### config.mk
export PLATFORM = sky130hd
export DESIGN_NAME = decode_stage_flat
export DESIGN_NICKNAME = d
export VERILOG_FILES = /design/src/rtl/decode_stage_pkg.sv /design/src/rtl/decode_stage_if.sv /design/src/rtl/decode_stage_inst_queue.sv /design/src/rtl/decode_stage.sv /design/src/flat_wrapper.sv
export SDC_FILE = /design/constraint.sdc
export NUM_CORES = 1
export LEC_CHECK = 0
export CAP_MARGIN = 20
export CELL_PAD_IN_SITES_DETAIL_PLACEMENT = 1
export CELL_PAD_IN_SITES_GLOBAL_PLACEMENT = 2
export CORE_ASPECT_RATIO = 1.4
export CORE_MARGIN = 2
export CORE_UTILIZATION = 38
export DETAILED_ROUTE_END_ITERATION = 12
export PLACE_DENSITY = 0.95
export SLEW_MARGIN = 20
export SYNTH_ARGS = -nofsm -noshare
export SYNTH_HDL_FRONTEND = slang
export SYNTH_SLANG_ARGS = --single-unit
### constraint.sdc
create_clock -name clk -period 8.15 [get_ports clk]
set_input_delay 1.2225 -clock clk [delete_from_list [all_inputs] [get_ports clk]]
set_output_delay 1.2225 -clock clk [all_outputs]
set_load 0.03 [all_outputs]
### src/rtl/decode_stage_pkg.sv
// Shared RV32I decode constants: major opcodes, instruction class and ALU op
// encodings, the decoded-uop record and the ALU op selector.
package decode_stage_pkg;

  localparam int BUF_DEPTH_DEF = 2;

  localparam logic [6:0] OPC_LUI    = 7'h37;
  localparam logic [6:0] OPC_AUIPC  = 7'h17;
  localparam logic [6:0] OPC_JAL    = 7'h6F;
  localparam logic [6:0] OPC_JALR   = 7'h67;
  localparam logic [6:0] OPC_BRANCH = 7'h63;
  localparam logic [6:0] OPC_LOAD   = 7'h03;
  localparam logic [6:0] OPC_STORE  = 7'h23;
  localparam logic [6:0] OPC_OP_IMM = 7'h13;
  localparam logic [6:0] OPC_OP     = 7'h33;
  localparam logic [6:0] OPC_SYSTEM = 7'h73;

  typedef enum logic [3:0] {
    CLS_R_ALU  = 4'd0,
    CLS_I_ALU  = 4'd1,
    CLS_LOAD   = 4'd2,
    CLS_STORE  = 4'd3,
    CLS_BRANCH = 4'd4,
    CLS_JAL    = 4'd5,
    CLS_JALR   = 4'd6,
    CLS_LUI    = 4'd7,
    CLS_AUIPC  = 4'd8,
    CLS_SYSTEM = 4'd9
  } inst_class_e;

  typedef enum logic [3:0] {
    ALU_ADD  = 4'd0,
    ALU_SUB  = 4'd1,
    ALU_SLL  = 4'd2,
    ALU_SLT  = 4'd3,
    ALU_SLTU = 4'd4,
    ALU_XOR  = 4'd5,
    ALU_SRL  = 4'd6,
    ALU_SRA  = 4'd7,
    ALU_OR   = 4'd8,
    ALU_AND  = 4'd9
  } alu_op_e;

  typedef struct packed {
    logic [4:0]  rs1;
    logic [4:0]  rs2;
    logic [4:0]  rd;
    logic [31:0] imm;
    inst_class_e cls;
    alu_op_e     alu;
    logic [2:0]  f3;
    logic        rd_we;
    logic        mem_rd;
    logic        mem_wr;
    logic        illegal;
  } dec_t;

  // funct7[5] selects SUB only for register-register ops; SRA for both forms.
  function automatic alu_op_e alu_decode(input logic [2:0] f3, input logic alt,
                                         input logic is_reg);
    alu_op_e op;
    case (f3)
      3'b000:  op = (is_reg && alt) ? ALU_SUB : ALU_ADD;
      3'b001:  op = ALU_SLL;
      3'b010:  op = ALU_SLT;
      3'b011:  op = ALU_SLTU;
      3'b100:  op = ALU_XOR;
      3'b101:  op = alt ? ALU_SRA : ALU_SRL;
      3'b110:  op = ALU_OR;
      default: op = ALU_AND;
    endcase
    return op;
  endfunction

endpackage

### src/rtl/decode_stage_if.sv
// Fetch-to-decode-to-execute bundle. The decode stage takes the slave side;
// fetch/execute (or a testbench) take the master side.
interface decode_stage_if #(
  parameter int ADDR_WIDTH    = 32,
  parameter int INST_WIDTH    = 32,
  parameter int REG_IDX_WIDTH = 5
);
  logic [INST_WIDTH-1:0]    opcode;
  logic                     uop_valid_in;
  logic [ADDR_WIDTH-1:0]    pc_in;
  logic                     system_stall;
  logic                     system_flush;
  logic                     decode_stall_req;
  logic                     dec_valid;
  logic [ADDR_WIDTH-1:0]    dec_pc;
  logic [REG_IDX_WIDTH-1:0] rs1_idx;
  logic [REG_IDX_WIDTH-1:0] rs2_idx;
  logic [REG_IDX_WIDTH-1:0] rd_idx;
  logic [31:0]              imm;
  logic [3:0]               inst_class;
  logic [3:0]               alu_op;
  logic [2:0]               funct3;
  logic                     rd_we;
  logic                     mem_rd;
  logic                     mem_wr;
  logic                     illegal;
  logic                     overflow_err;

  modport master (
    output opcode, uop_valid_in, pc_in, system_stall, system_flush,
    input  decode_stall_req, dec_valid, dec_pc, rs1_idx, rs2_idx, rd_idx, imm,
           inst_class, alu_op, funct3, rd_we, mem_rd, mem_wr, illegal, overflow_err
  );

  modport slave (
    input  opcode, uop_valid_in, pc_in, system_stall, system_flush,
    output decode_stall_req, dec_valid, dec_pc, rs1_idx, rs2_idx, rd_idx, imm,
           inst_class, alu_op, funct3, rd_we, mem_rd, mem_wr, illegal, overflow_err
  );
endinterface

### src/rtl/decode_stage_inst_queue.sv
// Small circular FIFO of {pc, inst} between fetch and the decode register.
// Pointers and count reset/flush; storage is data only and never reset.
module decode_stage_inst_queue #(
  parameter int WIDTH = 64,
  parameter int DEPTH = 2,
  parameter int PW    = $clog2(DEPTH),
  parameter int CW    = PW + 1
) (
  input  logic             clk,
  input  logic             reset_n,
  input  logic             flush,
  input  logic             push,
  input  logic             pop,
  input  logic [WIDTH-1:0] din,
  output logic [WIDTH-1:0] dout,
  output logic [CW-1:0]    count,
  output logic             full,
  output logic             empty
);

  logic [WIDTH-1:0] mem [DEPTH];
  logic [PW-1:0]    wr_ptr;
  logic [PW-1:0]    rd_ptr;
  logic [CW-1:0]    cnt;

  // DEPTH is a power of two, so pointer overflow is the modulo wrap.
  always_ff @(posedge clk or negedge reset_n) begin
    if (!reset_n) begin
      wr_ptr <= '0;
      rd_ptr <= '0;
      cnt    <= '0;
    end else if (flush) begin
      wr_ptr <= '0;
      rd_ptr <= '0;
      cnt    <= '0;
    end else begin
      if (push) wr_ptr <= wr_ptr + PW'(1);
      if (pop)  rd_ptr <= rd_ptr + PW'(1);
      if (push && !pop)      cnt <= cnt + CW'(1);
      else if (pop && !push) cnt <= cnt - CW'(1);
    end
  end

  always_ff @(posedge clk) begin
    if (push && !flush) mem[wr_ptr] <= din;
  end

  assign dout  = mem[rd_ptr];
  assign count = cnt;
  assign full  = (cnt == CW'(DEPTH));
  assign empty = (cnt == '0);

endmodule

### src/rtl/decode_stage.sv
// RV32I decode stage: buffers fetched uops, decodes the queue head (or a
// bypassing uop when the queue is empty) and registers the result for execute.
module decode_stage
  import decode_stage_pkg::*;
#(
  parameter int ADDR_WIDTH    = 32,
  parameter int INST_WIDTH    = 32,
  parameter int REG_IDX_WIDTH = 5,
  parameter int BUF_DEPTH     = BUF_DEPTH_DEF
) (
  input logic           clk,
  input logic           reset_n,
  decode_stage_if.slave bus
);

  localparam int QW = ADDR_WIDTH + INST_WIDTH;
  localparam int CW = $clog2(BUF_DEPTH) + 1;

  logic                  accept, bypass, push, pop, drop;
  logic                  q_full, q_empty;
  logic [CW-1:0]         q_count, count_nxt;
  logic [QW-1:0]         q_head;
  logic [ADDR_WIDTH-1:0] src_pc;
  logic [INST_WIDTH-1:0] src_inst;
  logic [6:0]            f7;
  logic [2:0]            f3;
  logic [31:0]           imm_i, imm_s, imm_b, imm_u, imm_j;
  logic                  writes_rd;
  dec_t                  dec_p0, dec_p1;
  logic [ADDR_WIDTH-1:0] pc_p1;
  logic                  vld_p1, stall_req_p1, ovf_p1;

  // A full queue can still take a uop in the cycle its head drains.
  assign accept = bus.uop_valid_in && !bus.system_flush;
  assign pop    = !bus.system_stall && !bus.system_flush && !q_empty;
  assign bypass = accept && q_empty && !bus.system_stall;
  assign drop   = accept && !bypass && q_full && !pop;
  assign push   = accept && !bypass && !drop;

  decode_stage_inst_queue #(.WIDTH(QW), .DEPTH(BUF_DEPTH)) u_inst_queue (
    .clk     (clk),
    .reset_n (reset_n),
    .flush   (bus.system_flush),
    .push    (push),
    .pop     (pop),
    .din     ({bus.pc_in, bus.opcode}),
    .dout    (q_head),
    .count   (q_count),
    .full    (q_full),
    .empty   (q_empty)
  );

  always_comb begin
    count_nxt = q_count;
    if (bus.system_flush)  count_nxt = '0;
    else if (push && !pop) count_nxt = q_count + CW'(1);
    else if (pop && !push) count_nxt = q_count - CW'(1);
  end

  // ---- p0: combinational decode of the selected uop ----
  assign {src_pc, src_inst} = q_empty ? {bus.pc_in, bus.opcode} : q_head;

  assign f7    = src_inst[31:25];
  assign f3    = src_inst[14:12];
  assign imm_i = {{20{src_inst[31]}}, src_inst[31:20]};
  assign imm_s = {{20{src_inst[31]}}, src_inst[31:25], src_inst[11:7]};
  assign imm_b = {{19{src_inst[31]}}, src_inst[31], src_inst[7], src_inst[30:25],
                  src_inst[11:8], 1'b0};
  assign imm_u = {src_inst[31:12], 12'b0};
  assign imm_j = {{11{src_inst[31]}}, src_inst[31], src_inst[19:12], src_inst[20],
                  src_inst[30:21], 1'b0};

  always_comb begin
    dec_p0     = '0;
    writes_rd  = 1'b0;
    dec_p0.rs1 = src_inst[19:15];
    dec_p0.rs2 = src_inst[24:20];
    dec_p0.rd  = src_inst[11:7];
    dec_p0.f3  = f3;
    dec_p0.cls = CLS_R_ALU;
    dec_p0.alu = ALU_ADD;
    case (src_inst[6:0])
      OPC_OP: begin
        writes_rd  = 1'b1;
        dec_p0.alu = alu_decode(f3, f7[5], 1'b1);
        if (f7 != 7'h00 && f7 != 7'h20) dec_p0.illegal = 1'b1;
        if (f7 == 7'h20 && f3 != 3'b000 && f3 != 3'b101) dec_p0.illegal = 1'b1;
      end
      OPC_OP_IMM: begin
        writes_rd  = 1'b1;
        dec_p0.cls = CLS_I_ALU;
        dec_p0.imm = imm_i;
        dec_p0.alu = alu_decode(f3, f7[5], 1'b0);
        if (f3 == 3'b001 && f7 != 7'h00) dec_p0.illegal = 1'b1;
        if (f3 == 3'b101 && f7 != 7'h00 && f7 != 7'h20) dec_p0.illegal = 1'b1;
      end
      OPC_LOAD: begin
        writes_rd  = 1'b1;
        dec_p0.cls = CLS_LOAD;
        dec_p0.imm = imm_i;
        if (f3 == 3'b011 || f3[2:1] == 2'b11) dec_p0.illegal = 1'b1;
      end
      OPC_STORE: begin
        dec_p0.cls = CLS_STORE;
        dec_p0.imm = imm_s;
        if (f3 > 3'b010) dec_p0.illegal = 1'b1;
      end
      OPC_BRANCH: begin
        dec_p0.cls = CLS_BRANCH;
        dec_p0.imm = imm_b;
        if (f3[2:1] == 2'b01) dec_p0.illegal = 1'b1;
      end
      OPC_JAL: begin
        writes_rd  = 1'b1;
        dec_p0.cls = CLS_JAL;
        dec_p0.imm = imm_j;
      end
      OPC_JALR: begin
        writes_rd  = 1'b1;
        dec_p0.cls = CLS_JALR;
        dec_p0.imm = imm_i;
      end
      OPC_LUI: begin
        writes_rd  = 1'b1;
        dec_p0.cls = CLS_LUI;
        dec_p0.imm = imm_u;
      end
      OPC_AUIPC: begin
        writes_rd  = 1'b1;
        dec_p0.cls = CLS_AUIPC;
        dec_p0.imm = imm_u;
      end
      OPC_SYSTEM: begin
        dec_p0.cls = CLS_SYSTEM;
        dec_p0.imm = imm_i;
      end
      default: dec_p0.illegal = 1'b1;
    endcase
    if (src_inst[1:0] != 2'b11) dec_p0.illegal = 1'b1;
    dec_p0.rd_we  = writes_rd && (dec_p0.rd != 5'd0) && !dec_p0.illegal;
    dec_p0.mem_rd = (dec_p0.cls == CLS_LOAD) && !dec_p0.illegal;
    dec_p0.mem_wr = (dec_p0.cls == CLS_STORE) && !dec_p0.illegal;
  end

  // ---- p1: decoded uop register; stall freezes it, flush only kills valid ----
  always_ff @(posedge clk or negedge reset_n) begin
    if (!reset_n) begin
      vld_p1 <= 1'b0;
      pc_p1  <= '0;
      dec_p1 <= '0;
    end else if (bus.system_flush) begin
      vld_p1 <= 1'b0;
    end else if (!bus.system_stall) begin
      vld_p1 <= !q_empty || bypass;
      if (!q_empty || bypass) begin
        pc_p1  <= src_pc;
        dec_p1 <= dec_p0;
      end
    end
  end

  // Request back-pressure one entry early: fetch may already have a uop in flight.
  always_ff @(posedge clk or negedge reset_n) begin
    if (!reset_n) begin
      stall_req_p1 <= 1'b0;
      ovf_p1       <= 1'b0;
    end else begin
      stall_req_p1 <= (count_nxt >= CW'(BUF_DEPTH - 1));
      ovf_p1       <= ovf_p1 | drop;
    end
  end

  assign bus.decode_stall_req = stall_req_p1;
  assign bus.dec_valid        = vld_p1;
  assign bus.dec_pc           = pc_p1;
  assign bus.rs1_idx          = REG_IDX_WIDTH'(dec_p1.rs1);
  assign bus.rs2_idx          = REG_IDX_WIDTH'(dec_p1.rs2);
  assign bus.rd_idx           = REG_IDX_WIDTH'(dec_p1.rd);
  assign bus.imm              = dec_p1.imm;
  assign bus.inst_class       = dec_p1.cls;
  assign bus.alu_op           = dec_p1.alu;
  assign bus.funct3           = dec_p1.f3;
  assign bus.rd_we            = dec_p1.rd_we;
  assign bus.mem_rd           = dec_p1.mem_rd;
  assign bus.mem_wr           = dec_p1.mem_wr;
  assign bus.illegal          = dec_p1.illegal;
  assign bus.overflow_err     = ovf_p1;

endmodule
### src/flat_wrapper.sv
// flat-port wrapper written by rule: the top's interface ports become plain ports
module decode_stage_flat import decode_stage_pkg::*;
#(
  parameter int ADDR_WIDTH    = 32,
  parameter int INST_WIDTH    = 32,
  parameter int REG_IDX_WIDTH = 5,
  parameter int BUF_DEPTH     = BUF_DEPTH_DEF
)
  (clk, reset_n, bus_opcode, bus_uop_valid_in, bus_pc_in, bus_system_stall, bus_system_flush, bus_decode_stall_req, bus_dec_valid, bus_dec_pc, bus_rs1_idx, bus_rs2_idx, bus_rd_idx, bus_imm, bus_inst_class, bus_alu_op, bus_funct3, bus_rd_we, bus_mem_rd, bus_mem_wr, bus_illegal, bus_overflow_err);
  decode_stage_if #(.ADDR_WIDTH(ADDR_WIDTH), .INST_WIDTH(INST_WIDTH), .REG_IDX_WIDTH(REG_IDX_WIDTH)) bus_i ();
  input logic clk;
  input logic reset_n;
  input wire logic [$bits(bus_i.opcode)-1:0] bus_opcode;
  input wire logic [$bits(bus_i.uop_valid_in)-1:0] bus_uop_valid_in;
  input wire logic [$bits(bus_i.pc_in)-1:0] bus_pc_in;
  input wire logic [$bits(bus_i.system_stall)-1:0] bus_system_stall;
  input wire logic [$bits(bus_i.system_flush)-1:0] bus_system_flush;
  output wire logic [$bits(bus_i.decode_stall_req)-1:0] bus_decode_stall_req;
  output wire logic [$bits(bus_i.dec_valid)-1:0] bus_dec_valid;
  output wire logic [$bits(bus_i.dec_pc)-1:0] bus_dec_pc;
  output wire logic [$bits(bus_i.rs1_idx)-1:0] bus_rs1_idx;
  output wire logic [$bits(bus_i.rs2_idx)-1:0] bus_rs2_idx;
  output wire logic [$bits(bus_i.rd_idx)-1:0] bus_rd_idx;
  output wire logic [$bits(bus_i.imm)-1:0] bus_imm;
  output wire logic [$bits(bus_i.inst_class)-1:0] bus_inst_class;
  output wire logic [$bits(bus_i.alu_op)-1:0] bus_alu_op;
  output wire logic [$bits(bus_i.funct3)-1:0] bus_funct3;
  output wire logic [$bits(bus_i.rd_we)-1:0] bus_rd_we;
  output wire logic [$bits(bus_i.mem_rd)-1:0] bus_mem_rd;
  output wire logic [$bits(bus_i.mem_wr)-1:0] bus_mem_wr;
  output wire logic [$bits(bus_i.illegal)-1:0] bus_illegal;
  output wire logic [$bits(bus_i.overflow_err)-1:0] bus_overflow_err;
  assign bus_i.opcode = bus_opcode;
  assign bus_i.uop_valid_in = bus_uop_valid_in;
  assign bus_i.pc_in = bus_pc_in;
  assign bus_i.system_stall = bus_system_stall;
  assign bus_i.system_flush = bus_system_flush;
  assign bus_decode_stall_req = bus_i.decode_stall_req;
  assign bus_dec_valid = bus_i.dec_valid;
  assign bus_dec_pc = bus_i.dec_pc;
  assign bus_rs1_idx = bus_i.rs1_idx;
  assign bus_rs2_idx = bus_i.rs2_idx;
  assign bus_rd_idx = bus_i.rd_idx;
  assign bus_imm = bus_i.imm;
  assign bus_inst_class = bus_i.inst_class;
  assign bus_alu_op = bus_i.alu_op;
  assign bus_funct3 = bus_i.funct3;
  assign bus_rd_we = bus_i.rd_we;
  assign bus_mem_rd = bus_i.mem_rd;
  assign bus_mem_wr = bus_i.mem_wr;
  assign bus_illegal = bus_i.illegal;
  assign bus_overflow_err = bus_i.overflow_err;
  decode_stage #(.ADDR_WIDTH(ADDR_WIDTH), .INST_WIDTH(INST_WIDTH), .REG_IDX_WIDTH(REG_IDX_WIDTH), .BUF_DEPTH(BUF_DEPTH)) u_core (.clk(clk), .reset_n(reset_n), .bus(bus_i));
endmodule
==> impl_metrics.ini <==
[outcome]
status = completed

[detailed_routing]
wl_per_cell_um = 20.9
drc = 0
drt_iter0_drc = 372
via_per_inst = 5.32
dr.pass1.iters = 5
routed_wl_um = 26800
drtAntennaViolNets = 0
vias = 6824

[power]
powerDensity_nw_per_um2 = 290
ir_drop_mv = 0.131
p_leak_nw = 4.54

[cts]
cts_sinks = 229
post_cts_buffers = 0
clk_path_buf_depth = 3
cts_root_buf = clkbuf_16
post_cts_resized = 0
postCtsHoldBufs = 0
cts-htree-levels = 1
worst_skew_pair.late_latency_ps = 510
cts_buffers = 23
cts_tree = built
clk_pin_slew_worst_paths_ps = 60

[die]
io_pins = 166
rows = 69
die_h_um = 193
die_x_um = 139
fp.coreArea_um2 = 25200
start_util_pct = 38.4
die_area_um2 = 26800

[yosys]
synth-xor-area-share_pct = 0.272
synth_cells = 795
synth_top_family_by_area = compound AO/OA/AOI/OAI gates
synthTopCellsByArea = edfxtp_1 40%, dfrtp_1 26%, mux2i_1 6.2%
synthArstFlopShare_pct = 44.1
netlist_area_um2 = 9670
yosys_register_bits = 229
synth_edf_count = 128
yosysUniqueCellTypes = 62
synth_top_cell_area_share_pct = 39.7
yosys.area.top_type = edfxtp_1
syn_avg_cell_area_um2 = 12.2
yosys.area_share.simple_pct = 9.46
synth_fa_ha_area_share_pct = 0.259
synthMuxAreaShare_pct = 8.15
ys_seq_area_share_pct = 65.9
syn_nets = 866
synth_flop_cell = edfxtp_1
yosys_warnings = 0
synth-compound-area-share_pct = 13.1

[flow_run]
max-cap-violations = 0

[sta]
setup_viol = 0
setup_tns_ps = 0
fin_crit_sh_pct = 49.4
final-hold-violation-count = 0
slew_headroom_pct = 34.6
grt_setup_unrepaired = false
worst_slew_pin_slew_ps = 977
clock-skew-final_ps = 11.0
fin_crit_ps = 4020
fmax_mhz = 248
final_max_slew_viol_count = 0

[placed_design]
hpwlAfterDp_um = 17900
place.gp.congestion = 0.848
numPortBuffers = 165

[global_routing]
grt_pass1_vias = 7386
grt_usage_pct = 19.8
overflow = 0
grt_pass1_wl_um = 42100
antenna_found_initial = 2
grt_max_degree = 85

[final_layout]
mostFrequentLayoutCells = 164 x clkdlybuf4s50_1, 128 x edfxtp_1, 108 x nand2_1
nFillCells = 2673
fin_nets = 1017
drive_gt1_share_pct = 7.90
utilization_pct = 48.9
area_delta_synth_final_pct = 27.3
final_common_cell = clkdlybuf4s50_1

[setup_path]
cp_top_family = simple AND/OR/NAND/NOR gates
path_depth = 9
cp-endpoint = u_core.bus.imm[16]
worstReg2RegEnd = u_core.bus.imm[16]
ff2ff_setup_slack_ps = 4130
crit_start = u_core.u_inst_queue.count[0]
end_kind = flip-flop
cp_num_buf_inv = 2
crit_chain = inv_1 -> ha_4 -> inv_1 -> o211ai_2 -> and2_0 -> nand4_1 -> and2_1 -> nor2_1 -> o22a_1
crit_path_start_kind = flip-flop
cpMaxStageDelayCell = inv_1
cp_data_arrival_time_ps = 4470
cpPeakStageDelay_ps = 620
cp_max_fo = 60
timing.critical_path.required_ps = 8590
criticalPathCategory = reg2reg
cpMostUsedCell = inv_1
reg2reg_from = u_core.u_inst_queue.count[0]
worst_r2r_path_depth = 9

[hold_path]
worstHoldPathCells = 2
hp-class = reg2reg
## how the worst min path moves through the flow
stage	from	end	slack (ps)
3_3_place_gp	u_core.bus.overflow_err	u_core.bus.overflow_err	460
2_1_floorplan	u_core.u_inst_queue.count[0]	u_core.u_inst_queue.count[0]	530
3_5_place_dp	u_core.bus.imm[28]	u_core.bus.imm[28]	450
4_1_cts	u_core.bus.imm[27]	u_core.bus.imm[27]	470
6_report	u_core.bus.imm[27]	u_core.bus.imm[27]	470
5_1_grt	u_core.bus.alu_op[2]	u_core.bus.alu_op[2]	510
## layer usage
| metal | share of wire, % | up-vias | GRT usage, % |
|---|---|---|---|
| li1 | - | 3163 | - |
| met1 | 40 | 3421 | 24.0 |
| met2 | 53 | 187 | 36.3 |
| met3 | 4.3 | 53 | 2.66 |
| met4 | 2.9 | 0 | 7.07 |
| met5 | 0 | - | 0 |
## cells in the mapped netlist, types with 3 or more instances
library cell,n
nand2_1,108
clkbuf_1,19
mux2i_4,3
o22a_1,9
nor2_1,88
edfxtp_1,128
buf_2,14
nand4_1,5
a21oi_1,59
o31ai_1,3
a211oi_1,3
buf_1,5
o221ai_1,5
o21ai_0,74
o21a_1,13
o21ai_1,13
nor3_1,4
xnor2_1,3
o41ai_1,3
dfrtp_1,101
mux2_2,8
nand3_1,8
inv_1,8
buf_4,5
mux2i_1,60
## metrics by stage
step	instance area (um2)	power [mW]	instances	setup WS, ps	hold WS (ps)
final	12300	3.57	1283	4130	470
after CTS	12300	3.60	1281	4130	473
after detailed placement	11600	2.54	1240	4100	455
after floorplan	9670	2.10	795	3450	527
after global placement	11600	2.51	1240	4250	457
after global routing	12300	3.73	1283	3800	508
## report_power, final
group	switching, mW	total [mW]	internal [mW]
Combinational	0.644	1.04	0.395
Sequential	0.0964	1.47	1.38
Clock	0.443	1.05	0.611
Total	1.18	3.57	2.38
## sequential cells by signal, summed over array words and instances, names as in the netlist, 2 cells and up
signal                     flops
u_core.bus.rs1_idx             5
u_core.bus.funct3              3
u_core.bus.dec_pc             32
u_core.bus.imm                32
u_core.bus.inst_class          4
u_core.bus.rd_idx              5
u_core.u_inst_queue.mem      128
u_core.bus.rs2_idx             5
u_core.u_inst_queue.count      2
u_core.bus.alu_op              4
## cells by family (layout without fill, tap and decap cells)
logic type | after synthesis | count (layout)
fa+ha+maj | 2 | 2
buf+inv | 55 | 222
mux | 73 | 73
simple gates | 225 | 225
xor+xnor | 3 | 3
other cells | 0 | 2
compound gates | 208 | 208
flops | 229 | 229
## final cells by class
cell class / count / area [um2] / share of cell area (%)
repair buffers: 173 / 1710 / 13.9
flip-flops and latches: 229 / 6370 / 51.8
well taps: 319 / 399 / 3.24
clock buffers: 32 / 639 / 5.19
multi-input cells: 511 / 3060 / 24.9
inverters: 8 / 30.0 / 0.244
diodes: 2 / 5.00 / 0.0406
clock inverters: 9 / 97.6 / 0.792
## tightest hold or removal path: cells and delay by family, from the launching register on
kind,cells,cell delay [ps]
flip-flops,1,340
AND/OR/NAND/NOR,2,100
(Power assumes the default switching activity.)
